File: config.mk
export PLATFORM = sky130hd
export DESIGN_NAME = vga_axil_slave
export DESIGN_NICKNAME = d
export VERILOG_FILES = /design/src/rtl/vga_axil_pkg.sv /design/src/rtl/vga_axil_slave.sv
export SDC_FILE = /design/constraint.sdc
export NUM_CORES = 1
export LEC_CHECK = 0
export ABC_AREA = 1
export CORE_MARGIN = 2
export CORE_UTILIZATION = 32
export CTS_CLUSTER_SIZE = 8
export DETAILED_ROUTE_END_ITERATION = 12
export PLACE_DENSITY = 0.63
export SLEW_MARGIN = 20
export SYNTH_ARGS = -nofsm -noshare
export SYNTH_HDL_FRONTEND = slang
export SYNTH_SLANG_ARGS = --single-unit
File: constraint.sdc
create_clock -name clk_i -period 5.05 [get_ports clk_i]
set_clock_uncertainty 0.1 [all_clocks]
set_input_delay 1.01 -clock clk_i [delete_from_list [all_inputs] [get_ports clk_i]]
set_output_delay 1.01 -clock clk_i [all_outputs]
set_load 0.005 [all_outputs]
File: src/rtl/vga_axil_pkg.sv
// Shared response codes, FSM encodings and address map constants for the
// AXI4-Lite front-end of the VGA text controller.
package vga_axil_pkg;

    localparam logic [1:0] RESP_OKAY   = 2'b00;
    localparam logic [1:0] RESP_SLVERR = 2'b10;

    // Byte address bit that selects the readable text buffer; everything
    // below it is the write-only font/colour register space.
    localparam int BUF_REGION_BIT = 14;

    typedef enum logic [1:0] {
        W_IDLE  = 2'd0,
        W_ISSUE = 2'd1,
        W_RESP  = 2'd2
    } w_state_t;

    typedef enum logic [1:0] {
        R_IDLE = 2'd0,
        R_WAIT = 2'd1,
        R_RESP = 2'd2
    } r_state_t;

endpackage

File: src/rtl/vga_axil_slave.sv
// AXI4-Lite slave that turns AXI write/read transactions into the simple
// strobe-based register port of vga_top. Strobes are stretched over several
// clk_i cycles so the half-rate VGA domain always sees them.
module vga_axil_slave #(
    parameter int C_AXI_DATA_WIDTH = 32,
    parameter int C_AXI_ADDR_WIDTH = 15,
    parameter int WR_HOLD          = 2,
    parameter int RD_LATENCY       = 4
) (
    input  logic                          clk_i,
    input  logic                          rst_i,
    input  logic                          s_awvalid_i,
    output logic                          s_awready_o,
    input  logic [C_AXI_ADDR_WIDTH-1:0]   s_awaddr_i,
    input  logic                          s_wvalid_i,
    output logic                          s_wready_o,
    input  logic [C_AXI_DATA_WIDTH-1:0]   s_wdata_i,
    input  logic [C_AXI_DATA_WIDTH/8-1:0] s_wstrb_i,
    output logic                          s_bvalid_o,
    input  logic                          s_bready_i,
    output logic [1:0]                    s_bresp_o,
    input  logic                          s_arvalid_i,
    output logic                          s_arready_o,
    input  logic [C_AXI_ADDR_WIDTH-1:0]   s_araddr_i,
    output logic                          s_rvalid_o,
    input  logic                          s_rready_i,
    output logic [C_AXI_DATA_WIDTH-1:0]   s_rdata_o,
    output logic [1:0]                    s_rresp_o,
    output logic [C_AXI_ADDR_WIDTH-1:0]   axil_waddr_o,
    output logic [C_AXI_DATA_WIDTH-1:0]   axil_wdata_o,
    output logic [C_AXI_DATA_WIDTH/8-1:0] axil_wstrb_o,
    output logic                          axil_wready_o,
    output logic [C_AXI_ADDR_WIDTH-1:0]   axil_raddr_o,
    output logic                          axil_rreq_o,
    input  logic [C_AXI_DATA_WIDTH-1:0]   axil_rdata_i
);
    import vga_axil_pkg::*;

    localparam int CNT_MAX = (WR_HOLD > RD_LATENCY) ? WR_HOLD : RD_LATENCY;
    localparam int CNT_W   = $clog2(CNT_MAX + 1);

    localparam logic [CNT_W-1:0] CNT_ONE = CNT_W'(1);
    localparam logic [CNT_W-1:0] WR_LOAD = CNT_W'(WR_HOLD);
    localparam logic [CNT_W-1:0] RD_LOAD = CNT_W'(RD_LATENCY);

    w_state_t         w_state;
    r_state_t         r_state;
    logic             aw_held;
    logic             w_held;
    logic [CNT_W-1:0] w_cnt;
    logic [CNT_W-1:0] r_cnt;
    logic             aw_hs;
    logic             w_hs;

    assign aw_hs = s_awvalid_i && s_awready_o;
    assign w_hs  = s_wvalid_i && s_wready_o;

    // Write FSM: collect AW and W in any order, pulse the downstream strobe
    // for WR_HOLD cycles, then return a single OKAY response.
    always_ff @(posedge clk_i or posedge rst_i) begin
        if (rst_i) begin
            w_state       <= W_IDLE;
            w_cnt         <= '0;
            aw_held       <= 1'b0;
            w_held        <= 1'b0;
            s_awready_o   <= 1'b0;
            s_wready_o    <= 1'b0;
            s_bvalid_o    <= 1'b0;
            s_bresp_o     <= RESP_OKAY;
            axil_waddr_o  <= '0;
            axil_wdata_o  <= '0;
            axil_wstrb_o  <= '0;
            axil_wready_o <= 1'b0;
        end else begin
            case (w_state)
                W_IDLE: begin
                    // The capture registers double as the downstream port,
                    // so they stay put for the whole strobe window.
                    if (aw_hs) begin
                        axil_waddr_o <= s_awaddr_i;
                        aw_held      <= 1'b1;
                    end
                    if (w_hs) begin
                        axil_wdata_o <= s_wdata_i;
                        axil_wstrb_o <= s_wstrb_i;
                        w_held       <= 1'b1;
                    end
                    s_awready_o <= !(aw_held || aw_hs);
                    s_wready_o  <= !(w_held || w_hs);
                    if (aw_held && w_held) begin
                        axil_wready_o <= 1'b1;
                        w_cnt         <= WR_LOAD;
                        w_state       <= W_ISSUE;
                    end
                end
                W_ISSUE: begin
                    if (w_cnt == CNT_ONE) begin
                        axil_wready_o <= 1'b0;
                        s_bvalid_o    <= 1'b1;
                        s_bresp_o     <= RESP_OKAY;
                        w_state       <= W_RESP;
                    end else begin
                        w_cnt <= w_cnt - CNT_ONE;
                    end
                end
                W_RESP: begin
                    if (s_bready_i) begin
                        s_bvalid_o  <= 1'b0;
                        aw_held     <= 1'b0;
                        w_held      <= 1'b0;
                        s_awready_o <= 1'b1;
                        s_wready_o  <= 1'b1;
                        w_state     <= W_IDLE;
                    end
                end
                default: w_state <= W_IDLE;
            endcase
        end
    end

    // Read FSM: buffer reads hold rreq for RD_LATENCY cycles and sample the
    // returned word on the last one; register-space reads fail immediately.
    always_ff @(posedge clk_i or posedge rst_i) begin
        if (rst_i) begin
            r_state      <= R_IDLE;
            r_cnt        <= '0;
            s_arready_o  <= 1'b0;
            s_rvalid_o   <= 1'b0;
            s_rdata_o    <= '0;
            s_rresp_o    <= RESP_OKAY;
            axil_raddr_o <= '0;
            axil_rreq_o  <= 1'b0;
        end else begin
            case (r_state)
                R_IDLE: begin
                    s_arready_o <= 1'b1;
                    if (s_arvalid_i && s_arready_o) begin
                        s_arready_o <= 1'b0;
                        if (s_araddr_i[BUF_REGION_BIT]) begin
                            axil_raddr_o <= s_araddr_i;
                            axil_rreq_o  <= 1'b1;
                            r_cnt        <= RD_LOAD;
                            r_state      <= R_WAIT;
                        end else begin
                            s_rdata_o  <= '0;
                            s_rresp_o  <= RESP_SLVERR;
                            s_rvalid_o <= 1'b1;
                            r_state    <= R_RESP;
                        end
                    end
                end
                R_WAIT: begin
                    if (r_cnt == CNT_ONE) begin
                        axil_rreq_o <= 1'b0;
                        s_rdata_o   <= axil_rdata_i;
                        s_rresp_o   <= RESP_OKAY;
                        s_rvalid_o  <= 1'b1;
                        r_state     <= R_RESP;
                    end else begin
                        r_cnt <= r_cnt - CNT_ONE;
                    end
                end
                R_RESP: begin
                    if (s_rready_i) begin
                        s_rvalid_o  <= 1'b0;
                        s_arready_o <= 1'b1;
                        r_state     <= R_IDLE;
                    end
                end
                default: r_state <= R_IDLE;
            endcase
        end
    end

endmodule

==> metrics.txt <==
Port Buf Inserts 210; largest cells by area after synthesis dfrtp_1 (61%), nand2_1 (14%), o21ai_0 (5.8%), inv_1 (5.0%), nand4_1 (4.1%); Final period util 0.562; layout cells sized above 1 0.0570; DR vias/cell 4.54; Area Overhead vs Synth 58.6%; final hold violations 0; initial antenna violation count 0; share of the synthesized area in the top cell type 0.605; crit path DAT 3050 ps; Synth Flop Type dfrtp_1; P_sw around 1.4 mW; Max Slew Vio Count 0; Max-Cap Viols 0; synth warn 0; Worst-Skew Late Latency 400 ps; final worst setup slack around 2200 ps; setup TNS 0 ps; critical path launch point type input pin; Post-Synth XOR/XNOR Area 0.00179; total gr overflow 0; post-CTS sizing 0; Initial Utilization 0.325; most common cell in the netlist nand2_1; Clock transition at path regs 50 ps; synthesized cell area 0.00488 mm2; Int Power 3.03 mW; Via Count 4,274; area occupied by multi-input gates 0.00154 mm2; reg-to-reg slack, setup 2650 ps; Bufs and invs on worst path 2; crit-path most repeated cell nand2_1; Post-CTS Setup Inserts 0; CTS Buf Count 17; crit-path max cell delay 540 ps; Leak Pwr 3.78 nW; pwr/cell area about 570 mW/mm2; post-synthesis mux area share 0; GR Util met1 0.196; Fillers 1,367; global-route wire length before repair 21,800 um; DRT iter0 DRCs 196; CTS Hold Buffers Added 0; final HPWL from detailed placement 9460 um; CTS max path bufs 2; H-tree Lvls 4; RSZ-0062 raised after global routing false; pre-CTS setup slack between 1500 and 2000 ps; Sequential cell area 0.00295 mm2; Clock Tree Root clkbuf_16; met3 usage in global routing 0.0574; Crit Path Category input pin to flip-flop; adder-cell share of the synthesized area 0.0103; Netlist cell types 27; final core occ 0.515; main combinational cell family by area after synthesis simple AND/OR/NAND/NOR gates; peak supply drop 0.226 mV; Routed WL 13,400 um; Crit path required time 5270 ps; Yosys reg bits 118; largest net degree at the start of global routing 75; number of global-route vias before repair about 4.5k; top cells by instance count after synthesis nand2_1 (182), dfrtp_1 (118), inv_1 (65); simple-gate area share of the yosys netlist 0.230; Site Rows 45; Sw Ratio 0.315; Post-synth EDFFs 0; CP max stage cell clkdlybuf4s50_1; Synth Area in Compound Gates 0.0679; Ports 214; Worst Max-Slew Pin Slew 942 ps; DIE HEIGHT 127 um; Rel. slew slack 0.371; DP Area between 0.007 and 0.008 mm2; CP Cell Sequence clkdlybuf4s50_1 > inv_1 > nor2_2 > nand2_1 > nand2_1 > nand2_1 > o21ai_0; CTS sink cnt 118; Seq pwr share 0.352; nets@finish 850; post-synthesis async set-or-reset flop share 1.00; Top Family by Delay on Critical Path simple AND/OR/NAND/NOR gates; Total GRT Usage 0.169; Antenna Nets Post-Route 0; diode count 0; CP max FO 18; minimum clock period 2840 ps; Core Area 0.0150 mm2; Logic pwr share 0.357; Syn Area/Cell approximately 9.1 um2; Die Footprint approximately 0.016 mm2; drt first pass iters 4; busiest grt layer met2; WL/cell 14.2 um; M2 GR Usage 0.290; Synth Instances 537; hold crit path type flip-flop to flip-flop; final setup fails 0; gpl congestion 0.815; Die Wd roughly 130 um; Synth area leader dfrtp_1; clock network fraction of design power 0.291; sequential area share after synthesis 0.605; Residual DRC 0; Setup crit end kind flip-flop; post-layout instance area 0.00774 mm2; status finished clean; TritonCTS clock tree yes; Peak Freq 353 MHz
## cells in the final DEF (no fill, tap or decap), drive strengths merged, types with 2 or more instances in the layout
cell type / Yosys / final
bufinv: 0 / 4
a21oi: 3 / 3
nand2: 184 / 184
clkbuf: 13 / 25
o211ai: 2 / 2
conb: 1 / 3
clkdlybuf4s50: 0 / 210
o21ai: 58 / 58
clkinv: 0 / 2
dfrtp: 118 / 118
nand4: 32 / 32
ha: 4 / 4
nor2: 8 / 8
nor3: 3 / 3
nand3: 26 / 26
inv: 66 / 66
buf: 17 / 3
## cell type report
| class | count | area share |
|---|---|---|
| repair buffers | 213 | 0.275 |
| inverters | 66 | 0.0323 |
| clock buffers | 25 | 0.0640 |
| clock inverters | 7 | 0.0183 |
| flip-flops and latches | 118 | 0.382 |
| well taps | 188 | 0.0304 |
| multi-input cells | 325 | 0.199 |
## through the flow
stage               hold slack, ps  std cells  power (mW)
finish                         365        942        4.41
global route                   390        942        4.74
CTS                            371        942        4.47
detailed placement             358        910        3.16
global placement               355        910        3.10
floorplan                      358        539        2.25
## flip-flops by register name, summed over array words and instances, names as in the netlist
name           cells
aw_held            1
axil_wready_o      1
s_arready_o        1
axil_waddr_o      15
s_awready_o        1
axil_rreq_o        1
w_cnt              3
axil_raddr_o      15
s_rdata_o         32
s_rresp_o          1
axil_wdata_o      32
w_held             1
r_state            2
s_bvalid_o         1
s_rvalid_o         1
w_state            2
axil_wstrb_o       4
r_cnt              3
s_wready_o         1
## worst register-to-register path, stage by stage (launching register included)
cell and delay [ps]:
dfrtp_1 540, nor2_4 410, nand2_2 510, nand3_4 560, nand2_1 140, nand2_1 80
## path summary, 6_finish.rpt
check / start / end / depth (start not counted)
min in group asynchronous: rst_i / axil_wready_o / 2
max reg2reg: r_state[1] / s_rdata_o[18] / 5
max: s_araddr_i[14] / r_cnt[2] / 7
min reg2reg: s_rdata_o[1] / s_rdata_o[1] / 2
max in group asynchronous: rst_i / axil_wdata_o[20] / 3
min: s_rdata_o[1] / s_rdata_o[1] / 2
## power by group through the flow
stage	Clock (mW)	Combinational (mW)	Sequential, mW
3_5_place_dp	0	1.60	1.56
3_3_place_gp	0	1.56	1.55
2_1_floorplan	0	0.702	1.54
6_report	1.28	1.58	1.55
4_1_cts	1.31	1.60	1.56
5_1_grt	1.36	1.78	1.60
## cells by family after synthesis
family | after synthesis
AOI/OAI and AO/OA | 64
buffers and inverters | 96
xor gates and xnor gates | 1
other | 1
DFF | 118
and+or+nand+nor | 253
adders and majority gates | 4
## per-layer routing
metal,vias up,routed length (um)
li1,2110,-
met4,0,203
met5,-,0
met1,1999,5680
met3,17,1010
met2,148,6520
No activity file was read; power rests on OpenSTA's default activity.
==> patch 1: new RTL, config.mk and constraints unchanged <==
The parameter `C_AXI_DATA_WIDTH` goes from 32 to 16.
--- a/src/rtl/vga_axil_slave.sv
+++ b/src/rtl/vga_axil_slave.sv
@@ -4,3 +4,3 @@
 module vga_axil_slave #(
-    parameter int C_AXI_DATA_WIDTH = 32,
+    parameter int C_AXI_DATA_WIDTH = 16,
     parameter int C_AXI_ADDR_WIDTH = 15,
Ports: changed (6 resized); port bits go from 214 to 146. No check against the original RTL was run, so the function may have changed too.
==> patch 1 against the unedited design <==
  * Synthesized area shrank 29%
  * Sequential power shrank 30%
  * Sequential share of layout area grew 2.0 points
  * Register-to-register slack gained 0.23 ns
  * Cell area shrank 32%
  * Routed wire length shrank 42%
  * Clock power shrank 58%
  * Via count shrank 33%
  * Worst setup slack gained 0.20 ns
  * Total power shrank 40%
  * Synthesized cell count shrank 28%
  * Die area shrank 28%
  * Sequential cell count shrank 34
  * Highest routed layer unchanged
==> patch 1: results (changes against the unedited design) <==
stage,metric,value,unit,change
clocking,cts_max_path_buffers,2,,unchanged
power_and_ir_drop,leakagePower,2.59,nW,-31%
yosys,synth_compound_area_frac,0.0919,,+0.0239
yosys,synth.yosys.warnings,0,,unchanged
global_route,grt_start_max_net_pins,55,,-27%
clocking,post_cts_resized,0,,unchanged
place,port-buffer-count,142,,-32%
yosys,synth_sequential_area_ratio,0.603,,-0.00211
yosys,synthXorXnorAreaFrac,0.00503,,+0.00323
yosys,synth.lib_cells_used.distinct,22,,-19%
place,total_half_perimeter_wirelength_after_legalization_and_detailed_placement,5.70,mm,-40%
yosys,synthTopCellsByCount,"sky130_fd_sc_hd__nand2_1 (109), sky130_fd_sc_hd__dfrtp_1 (84), sky130_fd_sc_hd__inv_1 (68), sky130_fd_sc_hd__o21ai_0 (54), sky130_fd_sc_hd__nand4_1 (17)",,
cells_and_area,antenna-diode-count,0,,unchanged
cells_and_area,finish.net_count,603,,-29%
yosys,muxShareOfSynthArea,0,,unchanged
yosys,postSynth.asyncResetShare,1.00,,unchanged
cells_and_area,drive_above_1_share,0.0469,,-0.0101
yosys,syn-mean-instance-area,8.96,um^2,-1.4%
global_route,grt_antenna_before_repair,0,,unchanged
worst_hold_path,hold_class,reg2reg,,
clocking,worst_skew_pair.late_latency,0.35,ns,-0.05 ns
clocking,postCtsSetupRepairBufs,0,,unchanged
yosys,synth_top_cells_by_area,"sky130_fd_sc_hd__dfrtp_1 (60%), sky130_fd_sc_hd__nand2_1 (12%), sky130_fd_sc_hd__o21ai_0 (7.8%)",,
place,place.gp.congestion,0.774,,-5.0%
outcome,run_status,"complete, no violations",,
route,num_vias,2876,,-33%
global_route,track_usage,0.138,,-0.0314
clocking,tritoncts.num_buffers,9,,-8
route,dr.pass1.iters,4,,unchanged
route,totalWireLength,7.84,mm,-42%
clocking,cts_root_buffer,sky130_fd_sc_hd__clkbuf_8,,
worst_setup_path,worst-path-max-fanout,32,,+14
power_and_ir_drop,worst_ir_drop_vdd,200,uV,-11%
yosys,synthFlopType,sky130_fd_sc_hd__dfrtp_1,,
global_route,first_pass_grt_wire_length,12.8,mm,-41%
timing,setup-violations-final,0,,unchanged
clocking,clkTransAtPathRegs,0.09,ns,+0.04 ns
cells_and_area,non_filler_instances,673,,-29%
route,initial_drc_count,117,,-40%
yosys,synth-adder-area-share,0.0144,,+0.00410
timing,slew_headroom,0.373,,+0.00252
worst_setup_path,worst-endpoint-arrival,2.76,ns,-0.29 ns
cells_and_area,biggestRegsByFlops,"axil_wdata_o x16, s_rdata_o x16",,
global_route,grt_pass1_vias,2779,,-38%
place,placed_cells_incl_taps,657,,-28%
clocking,clock_tree.htree_level_count,3,,-1
## patch 1: through the flow
stage / setup slack [ns] / total power [mW] / instance area (um^2)
2_1_floorplan: 1.77 / 1.55 / 3490
3_5_place_dp: 2.00 / 2.15 / 5010
6_report: 2.42 / 2.66 / 5240
5_1_grt: 2.18 / 2.89 / 5240
3_3_place_gp: 2.10 / 2.12 / 5010
4_1_cts: 2.37 / 2.70 / 5230
## patch 1: where the power goes
| group | internal [mW] | switching (mW) |
|---|---|---|
| clock network | 0.282 | 0.250 |
| logic | 0.570 | 0.461 |
| registers | 0.932 | 0.160 |
## patch 1: cells by family after synthesis
logic type                 Yosys count
and+or+nand+nor                    151
buffers and inverters               85
DFF                                 84
AOI/OAI and AO/OA                   62
adders and majority gates            4
xor gates and xnor gates             2
other                                1
## patch 1: layout make-up
| class | instances | area [um^2] |
|---|---|---|
| Timing Repair Buffer | 143 | 1430 |
| Clock inverter | 7 | 96.3 |
| Clock buffer | 9 | 124 |
| Fill cell | 1064 | 5510 |
| Tap cell | 140 | 175 |
| Sequential cell | 84 | 2100 |
| Multi-Input combinational cell | 222 | 1050 |
| Inverter | 68 | 256 |
## patch 1: path summary, 6_finish.rpt
path | to | startpoint | cells after the start | slack, ns
setup / recovery | r_cnt[1] | s_arvalid_i | 6 | 2.42
hold / removal | s_rdata_o[2] | s_rdata_o[2] | 2 | 0.37
setup reg to reg | r_cnt[1] | r_state[1] | 4 | 2.88
hold reg to reg | s_rdata_o[2] | s_rdata_o[2] | 2 | 0.37
max in group asynchronous | r_state[0] | rst_i | 3 | 2.87
min in group asynchronous | s_rdata_o[11] | rst_i | 2 | 1.05
## patch 1: layer usage
layer,global-route usage,up-vias,wire length (um)
met5,0,-,0
met4,0.0522,0,105
met3,0.0392,8,598
met2,0.211,101,3480
met1,0.186,1277,3660
li1,-,1490,-
## patch 1: worst max-delay path, cell delays in order
cell                              delay [ns]
sky130_fd_sc_hd__clkdlybuf4s50_1        0.46
sky130_fd_sc_hd__nand2_1                0.08
sky130_fd_sc_hd__inv_1                  0.08
sky130_fd_sc_hd__nand3_1                0.64
sky130_fd_sc_hd__nand2_1                0.36
sky130_fd_sc_hd__o21ai_0                0.12
==> patch 2: new RTL, config.mk and constraints unchanged <==
Without the edit above. Re-encode `r_state_t` (3 states) as one-hot, 3 bits wide.
--- a/src/rtl/vga_axil_pkg.sv
+++ b/src/rtl/vga_axil_pkg.sv
@@ -17,6 +17,6 @@
 
-    typedef enum logic [1:0] {
-        R_IDLE = 2'd0,
-        R_WAIT = 2'd1,
-        R_RESP = 2'd2
+    typedef enum logic [2:0] {
+        R_IDLE = 3'b001,
+        R_WAIT = 3'b010,
+        R_RESP = 3'b100
     } r_state_t;
Formal check against the unedited RTL: no difference found for any inputs over 4 cycles, from zero or initial values and one cycle with rst_i high; so few cycles prove little.
==> patch 2 against the unedited design <==
  * Die area shrank 2.7%
  * Worst setup slack improved by 0.36 ns
  * Synthesized area is 2.8% lower
  * Cell count fell by 0.53%
  * Critical path depth fell by 6
  * Cell area shrank 1.7%
  * Count of clock-buffer cells in the layout fell by 2
  * Total power is 9.4% lower
  * Critical endpoint is now s_wready_o
  * Combinational power is 16% lower
  * Routed wire length shrank 11%
  * Sequential cell count grew 1
  * Non-clock buffer count is 1 lower
  * Largest power group is now registers
==> patch 2: results (changes against the unedited design) <==
stage,metric,value,unit,change
timing,tightestPinTransition,0.936,ns,-0.00543 ns
power_and_ir_drop,switching_share,0.299,,-0.0158
global_route,track_usage,0.155,,-0.0143
place,place.gp.congestion,0.778,,-4.5%
worst_setup_path,worst-endpoint-arrival,1.36,ns,-1.69 ns
worst_setup_path,worst-path-max-fanout,3,,-15
worst_setup_path,timing.rr.end,axil_waddr_o[14],,
power_and_ir_drop,worst_ir_drop_vdd,264,uV,+17%
cells_and_area,finish.net_count,849,,-0.12%
worst_setup_path,r2r_slack,2.85,ns,+0.20 ns
global_route,grt_antenna_before_repair,0,,unchanged
yosys,synth.lib_cells_used.distinct,24,,-11%
power_and_ir_drop,leakagePower,3.79,nW,about the same
global_route,first_pass_grt_wire_length,19.8,mm,-9.4%
yosys,synth_top_cells_by_area,"sky130_fd_sc_hd__dfrtp_1 (62%), sky130_fd_sc_hd__nand2_1 (16%), sky130_fd_sc_hd__o21ai_0 (6.2%)",,
global_route,grt_start_max_net_pins,92,,+23%
route,totalWireLength,11.9,mm,-11%
cells_and_area,final.fill_count,1351,,-1.2%
worst_setup_path,reg2regPathDepth,3,,-2
clocking,cts_max_path_buffers,2,,unchanged
global_route,grt_pass1_vias,4148,,-8.0%
worst_hold_path,hold-path-endpoint,axil_raddr_o[6],,
worst_setup_path,critical_path.reg2reg.startpoint,w_state[1],,
place,total_half_perimeter_wirelength_after_legalization_and_detailed_placement,8.56,mm,-9.5%
outcome,run_status,"complete, no violations",,
yosys,synthTopCellsByCount,"sky130_fd_sc_hd__nand2_1 (202), sky130_fd_sc_hd__dfrtp_1 (118), sky130_fd_sc_hd__inv_1 (69), sky130_fd_sc_hd__o21ai_0 (59), sky130_fd_sc_hd__nand3_1 (26)",,
worst_setup_path,kind_of_cell_adding_the_most_delay_to_the_critical_path,buffers and inverters,,
route,detail_route.vias_per_cell,4.37,,-3.6%
cells_and_area,drive_above_1_share,0.0544,,-0.00258
route,initial_drc_count,184,,-6.1%
[patch 2: kinds of logic after synthesis]
kind of cell / synth area share
flip-flops: 0.628
other: 0.000790
adder cells (fa/ha/maj): 0.0105
AND/OR/NAND/NOR: 0.207
XOR/XNOR: 0.00185
AO/OA/AOI/OAI: 0.0720
buffers and inverters: 0.0799
[patch 2: per-layer routing]
metal / wire, um / track usage
met3: 835 / 0.0556
met5: 0 / 0
met2: 5930 / 0.257
met1: 4910 / 0.186
met4: 200 / 0.0575
[patch 2: through the flow]
step                instance area (um^2)  setup slack, ns  instances  power (mW)  hold slack [ns]
finish                              7610             2.58        937        4.00            0.368
global route                        7610             2.33        937        4.28            0.388
CTS                                 7600             2.34        937        4.07            0.372
detailed placement                  7000             1.88        905        2.82            0.358
global placement                    6990             2.06        905        2.77            0.352
floorplan                           4750            0.784        532        2.04            0.352
[patch 2: worst max path at each step]
stage                startpoint          endpoint  slack [ns]  depth (start not counted)
detailed placement   s_wvalid_i  axil_wdata_o[15]        1.88                          3
global placement     s_wvalid_i  axil_wdata_o[14]        2.06                          3
global route        s_awvalid_i  axil_waddr_o[14]        2.33                          3
finish               s_wready_o        s_wready_o        2.58                          1
floorplan                 rst_i           aw_held        0.78                          1
CTS                  s_wvalid_i  axil_wdata_o[15]        2.34                          3
[patch 2: cell type report]
type | instances | area (um^2) | area share
Timing Repair Buffer | 212 | 2120 | 0.278
Inverter | 71 | 272 | 0.0357
Tap cell | 184 | 230 | 0.0303
Multi-Input combinational cell | 319 | 1410 | 0.185
Clock inverter | 9 | 123 | 0.0161
Sequential cell | 119 | 2980 | 0.391
Clock buffer | 23 | 478 | 0.0628
[patch 2: power groups by stage]
stage          Clock [mW]  Combinational, mW  Sequential [mW]
6_report             1.21               1.32             1.48
5_1_grt              1.29               1.48             1.52
4_1_cts              1.24               1.35             1.48
3_5_place_dp            0               1.34             1.48
3_3_place_gp            0               1.29             1.48
2_1_floorplan           0              0.561             1.48
[patch 2: worst reg2reg max path, cell delays in order, from the launching register on]
cell	delay [ns]
sky130_fd_sc_hd__dfrtp_1	0.42
sky130_fd_sc_hd__nor2_2	0.30
sky130_fd_sc_hd__nand3_1	0.74
sky130_fd_sc_hd__o21ai_0	0.52
